[src/rtl/idct2d_seq.sv]
// 2D IDCT sequencer: drives the 1D engine over one 8x8 block in the shared RAM.
// In-place row pass (stride 1), then in-place column pass (stride 8).
// Host owns the RAM only while the sequencer is idle.
module idct2d_seq #(
    parameter int unsigned LINES      = 8,
    parameter int unsigned ROW_STRIDE = 1,
    parameter int unsigned COL_STRIDE = 8
) (
    input  logic       clk,
    input  logic       reset_n,
    input  logic       start,
    input  logic [1:0] mode,
    output logic       busy,
    output logic       done,
    output logic       ram_sel,
    input  logic       core_rdy,
    output logic       core_en,
    output logic [5:0] core_rstart,
    output logic [5:0] core_wstart,
    output logic [5:0] core_stride,
    output logic       pass,
    output logic [2:0] line
);

    localparam logic [2:0] LastLine  = 3'(LINES - 1);
    localparam logic [5:0] RowStride = 6'(ROW_STRIDE);
    localparam logic [5:0] ColStride = 6'(COL_STRIDE);

    typedef enum logic [1:0] {StIdle, StIssue, StWait, StDone} state_e;

    state_e     state_q, state_d;
    logic       pass_q, pass_d;
    logic [2:0] line_q, line_d;
    logic       cols_q, cols_d;   // latched mode[1]: column pass requested
    logic       first_q, first_d; // first WAIT cycle, engine rdy not yet dropped
    logic       busy_q, busy_d;
    logic       done_q, done_d;

    // Next-state and pass/line sequencing
    always_comb begin
        state_d = state_q;
        pass_d  = pass_q;
        line_d  = line_q;
        cols_d  = cols_q;
        first_d = 1'b0;
        unique case (state_q)
            StIdle: begin
                if (start) begin
                    if (mode != 2'b00) begin
                        cols_d  = mode[1];
                        pass_d  = ~mode[0];
                        line_d  = 3'd0;
                        state_d = StIssue;
                    end else begin
                        state_d = StDone;
                    end
                end
            end
            StIssue: begin
                if (core_rdy) begin
                    first_d = 1'b1;
                    state_d = StWait;
                end
            end
            StWait: begin
                if (!first_q && core_rdy) begin
                    if (line_q != LastLine) begin
                        line_d  = line_q + 3'd1;
                        state_d = StIssue;
                    end else if (!pass_q && cols_q) begin
                        pass_d  = 1'b1;
                        line_d  = 3'd0;
                        state_d = StIssue;
                    end else begin
                        state_d = StDone;
                    end
                end
            end
            StDone: state_d = StIdle;
            default: state_d = StIdle;
        endcase
        busy_d = (state_d != StIdle);
        done_d = (state_d == StDone);
    end

    // State and registered outputs, synchronous active-low reset
    always_ff @(posedge clk) begin
        if (!reset_n) begin
            state_q <= StIdle;
            pass_q  <= 1'b0;
            line_q  <= 3'd0;
            cols_q  <= 1'b0;
            first_q <= 1'b0;
            busy_q  <= 1'b0;
            done_q  <= 1'b0;
        end else begin
            state_q <= state_d;
            pass_q  <= pass_d;
            line_q  <= line_d;
            cols_q  <= cols_d;
            first_q <= first_d;
            busy_q  <= busy_d;
            done_q  <= done_d;
        end
    end

    // Launch strobe and in-place addresses, held stable for the whole ISSUE cycle.
    // reset_n gating keeps a reset cycle from launching the (also resetting) engine.
    always_comb begin
        core_en     = reset_n && (state_q == StIssue) && core_rdy;
        core_rstart = 6'd0;
        core_stride = 6'd0;
        if (state_q == StIssue) begin
            if (pass_q) begin
                core_rstart = 6'(line_q);
                core_stride = ColStride;
            end else begin
                core_rstart = 6'(line_q) * ColStride;
                core_stride = RowStride;
            end
        end
        core_wstart = core_rstart;
    end

    assign busy    = busy_q;
    assign ram_sel = busy_q;
    assign done    = done_q;
    assign pass    = pass_q;
    assign line    = line_q;

endmodule

[config.mk]
export PLATFORM = sky130hd
export DESIGN_NAME = idct2d_seq
export DESIGN_NICKNAME = d
export VERILOG_FILES = /design/src/rtl/idct2d_seq.sv
export SDC_FILE = /design/constraint.sdc
export NUM_CORES = 1
export LEC_CHECK = 0
export BUFFER_PORTS_ARGS = -buffer_cell sky130_fd_sc_hd__buf_4
export CORE_UTILIZATION = 39
export CTS_CLUSTER_SIZE = 24
export DETAILED_ROUTE_END_ITERATION = 10
export MAX_ROUTING_LAYER = met4
export PLACE_DENSITY = 0.74
export SYNTH_ARGS = -nofsm -noshare
export SYNTH_HDL_FRONTEND = slang
export SYNTH_SLANG_ARGS = --single-unit
export TNS_END_PERCENT = 1
[constraint.sdc]
create_clock -name clk -period 1.2 [get_ports clk]
set_input_delay 0.18 -clock clk [delete_from_list [all_inputs] [get_ports clk]]
set_output_delay 0.18 -clock clk [all_outputs]
set_load 0.03 [all_outputs]
# Word level (Yosys, flattened, before mapping)
# Cells that the tools add are included.
# classes
add_sub_neg	1
n_eq_ne	11
muxes	24
bitwise_logic	1
reduce_logical	14
# ops
cell	count
$mux W3	5
$mux W2	6
$mux W6	2
$ne A2 B2 Y1 const B	5
$mux W4	2
$pmux W2 S4	1
$eq A2 B2 Y1 const B	3
$mux W1	6
$ne A3 B3 Y1 const B	2
$pmux W3 S2	1
$reduce_and A6 Y1	1
$reduce_bool A2 Y1	3
$reduce_and A5 Y1	1
$logic_and A1 B1 Y1	4
$add A3 B1 Y3 const B	1
$reduce_and A3 Y1	1
$eq A2 B1 Y1 const B	1
$logic_not A1 Y1	2
$logic_not A2 Y1	1
$pmux W1 S2	1
$reduce_and A2 Y1	1
$not A1 Y1	1
# totals
ff_bits	10
input_bits	6

# Logic depth before layout (Yosys ltp)
# depth
word_depth	7
depth_mapped	6
ltp_nobuf	6

# Least setup slack after synthesis
# OpenSTA, ideal clock, no wires.
# synth_path
path_kind	reg2out
startpoint	register state_q[0]
endpoint	output core_wstart[3]
arrival_ns	1.542
required_ns	1.020
setup_slack_ns	-0.522
path_stages_with_launch	5
n_path_buf	1
path_cell_list	dfxtp_1 -> nor2b_4 -> and2b_1 -> and2_1 -> buf_4
# synth_between
elab_chain_len	2
# synth_rtl
element	line_no	source
from (decl)	31	state_e state_q, state_d;
from (signal assigned)	89	state_q <= StIdle;
from (signal assigned)	97	state_q <= state_d;
$eq A2 B1 Y1	113	if (state_q == StIssue) begin
$mux W6	113	
to (decl)	19	output logic [5:0] core_wstart,
# No other way between the ends.

# Worst setup path in the final report
# layout_path
startpoint	register state_q[0]
endpoint	output core_wstart[1]
# The elaborated chain is that of the path after synthesis.

==> results.json <==
{
  "status": "finished with violations",
  "violations": "setup timing",
  "track_usage_pct": 20.6,
  "crit_fanout": 4,
  "cts_tree": "built",
  "portBuffers": 27,
  "final_max_slew_viol_count": 0,
  "coreArea_um2": 1520,
  "antenna_left": 0,
  "avgSynthCellArea_um2": 8.17,
  "hp-class": "input port to flip-flop",
  "min_to": "busy$_SDFF_PN0_",
  "gp_congestion": 0.812,
  "rows": 14,
  "ys_seq_area_share_pct": 31.0,
  "antenna-diode-count": 0,
  "drive_gt1_share_pct": 58.6,
  "worstReg2RegStart": "state_q[0]$_SDFF_PN0_",
  "vias": 666,
  "crit_family": "simple AND/OR/NAND/NOR gates",
  "grt_max_degree": 15,
  "switching_share_pct": 32.7,
  "gr-total-overflow": 0,
  "rsz0062_at_grt": "yes",
  "crit_chain": "nor2b_4 -> buf_4 -> and3_4 -> buf_6",
  "wirelength_mm": 1.64,
  "dp_hpwl_mm": 1.13,
  "power.share.clock_pct": 26.7,
  "fin_crit_sh_pct": 119,
  "cp_num_buf_inv": 2,
  "dieArea_um2": 1820,
  "fin_crit_ps": 1430,
  "synth_warnings": 0,
  "synth-seq-cells": 10,
  "path_clk_slew_ps": 70,
  "finalInstanceArea_um2": 1040,
  "crit_arrival_ps": 1250,
  "vias_per_cell": 5.05,
  "yosys.area.top_type": "dfxtp_1",
  "cts.path.max_buffers": 2,
  "r2r_end": "line[2]$_SDFFE_PN0P_",
  "maxCapViolCount": 0,
  "seq_power_share_pct": 39.1,
  "path_class": "flip-flop to output pin",
  "worst_setup_path_end_kind": "output pin",
  "cp_slowest_cell": "dfxtp_4",
  "post_dp_cell_area_um2": 893,
  "worstHoldStart": "start",
  "hold_depth": 3,
  "fmaxAchievable_mhz": 699,
  "p_leak_nw": 0.503,
  "dp_slack_ps": -106,
  "rr_worst_depth": 6,
  "start_util_pct": 42.4,
  "synthTopCellsByArea": "dfxtp_1 31%, buf_4 13%, nand2_1 7.0%",
  "final.setup.tns_ps": -3620,
  "fin_nets": 125,
  "fin_worst_skew_ps": 1.32,
  "cts_hold_buf": 0,
  "powerDensity_nw_per_um2": 896,
  "intPower_w": 0.000629,
  "antenna_found_initial": 0,
  "netlist_area_um2": 646,
  "area_growth_pct": 61.6,
  "start_kind": "flip-flop",
  "comb_power_share_pct": 34.2,
  "vdd_drop_max_v": 0.000656,
  "netlist_instances": 79,
  "cts.sink_count": 10,
  "finalHoldViolCount": 0,
  "switching_power_w": 0.000306,
  "critPathRequiredTime_ps": 1020,
  "worstSkewPairLatency_ps": 270,
  "avgRoutedWirePerCell_um": 12.4,
  "setup_viol": 21,
  "drc": 0,
  "dr.pass1.iters": 4,
  "synth_cell_types": 27,
  "setup_slack_ps": -231,
  "die_h_um": 42.7,
  "slowest_delay_ps": 340,
  "io_pins": 32,
  "cts-root-buf": "clkbuf_4",
  "grt_pass1_wl_mm": 2.74,
  "netlist.area_leader.share_pct": 31.0,
  "first_iter_violations": 9,
  "power.total_w": 0.000935,
  "r2r_slack_ps": -130,
  "grt_pass1_vias": 650,
  "numCtsBuffers": 3,
  "htreeDepth": 1,
  "die_w_um": 42.7
}
[registers in the layout, indices dropped and copies added (netlist names)]
register  count
first_q       1
line          3
busy          1
cols_q        1
state_q       2
pass          1
done          1
[cells in the final DEF (no fill, tap or decap), drive strengths merged, types with 4 or more instances in the layout]
cell type | synthesis | layout
and2 | 5 | 5
and3 | 5 | 5
buf | 11 | 42
clkbuf | 1 | 4
conb | 1 | 4
dfxtp | 10 | 10
nand2 | 12 | 12
nor2 | 5 | 5
nor2b | 6 | 6
o21ai | 5 | 5
[synth_stat cells]
cell	instances
a21boi_2	1
a221oi_1	1
a22oi_1	2
a31oi_1	1
and2_1	5
and2b_1	1
and3_1	3
and3_2	2
and4bb_1	1
buf_4	11
clkbuf_1	1
conb_1	1
dfxtp_1	10
ha_1	2
inv_1	1
nand2_1	12
nand3_1	3
nor2_1	5
nor2b_1	4
nor2b_4	2
nor3_1	1
nor3b_2	1
o21ai_0	3
o21ai_1	1
o21ai_2	1
o22ai_1	2
o311a_1	1
[kinds of logic after synthesis]
group / after synthesis / share of synthesized area [%]
flops: 10 / 31.0
compound gates: 13 / 14.3
fa+ha+maj: 2 / 3.88
other cells: 1 / 0.581
simple gates: 40 / 36.2
buf+inv: 13 / 14.0
[layer usage]
layer | part of all wire (%) | routed length, um | vias up | GRT usage (%)
met5 | 0 | 0 | - | -
met4 | 0.30 | 5 | 0 | 7.50
met3 | 7.4 | 122 | 2 | 4.26
met2 | 52 | 847 | 34 | 36.7
met1 | 41 | 667 | 300 | 22.2
li1 | - | - | 330 | -
[repair_timing]
action,4_1_cts,5_1_grt
setup buffers,5,0
setup endpoints to repair,21,22
gates resized for setup,22,3
hold endpoints to repair,0,0
pin swaps,3,0
[how the worst max path moves through the flow]
| stage | startpoint | to | slack [ps] | depth (start not counted) |
|---|---|---|---|---|
| after floorplan | state_q[0]$_SDFF_PN0_ | core_wstart[5] | -120 | 4 |
| after global placement | line[0]$_SDFFE_PN0P_ | done$_SDFF_PN0_ | -80 | 6 |
| after detailed placement | line[0]$_SDFFE_PN0P_ | done$_SDFF_PN0_ | -110 | 6 |
| after CTS | state_q[0]$_SDFF_PN0_ | core_rstart[3] | -230 | 4 |
| after global routing | state_q[0]$_SDFF_PN0_ | core_rstart[4] | -280 | 4 |
| final | state_q[0]$_SDFF_PN0_ | core_wstart[1] | -230 | 4 |
[worst register-to-register path: cells and delay by family, from the launching register on]
kind / cells / cell delay [ps]
AOI/OAI and AO/OA: 2 / 170
DFF: 1 / 340
buffers and inverters: 2 / 270
and+or+nand+nor: 2 / 430
[through the flow]
stage	std cells	hold WS [ps]	utilization, %
2_1_floorplan	82	311	-
3_3_place_gp	123	422	58.6
6_report	132	156	68.5
5_1_grt	132	160	68.5
3_5_place_dp	123	425	58.6
4_1_cts	132	150	68.1
[power groups by stage]
stage | logic [W] | clock network (W) | registers [W]
after floorplan | 0.000152 | 0 | 0.000401
after global placement | 0.000259 | 0 | 0.000379
after detailed placement | 0.000263 | 0 | 0.000380
after CTS | 0.000312 | 0.000258 | 0.000365
after global routing | 0.000340 | 0.000273 | 0.000368
final | 0.000320 | 0.000250 | 0.000366
[final cells by class]
type / instances / area (um2)
Fill cell: 124 / 480
Multi-Input combinational cell: 59 / 404
Timing Repair Buffer: 42 / 372
Sequential cell: 10 / 218
Clock buffer: 4 / 26.3
Tap cell: 16 / 20.0
Inverter: 1 / 3.75
(Power assumes the default switching activity.)
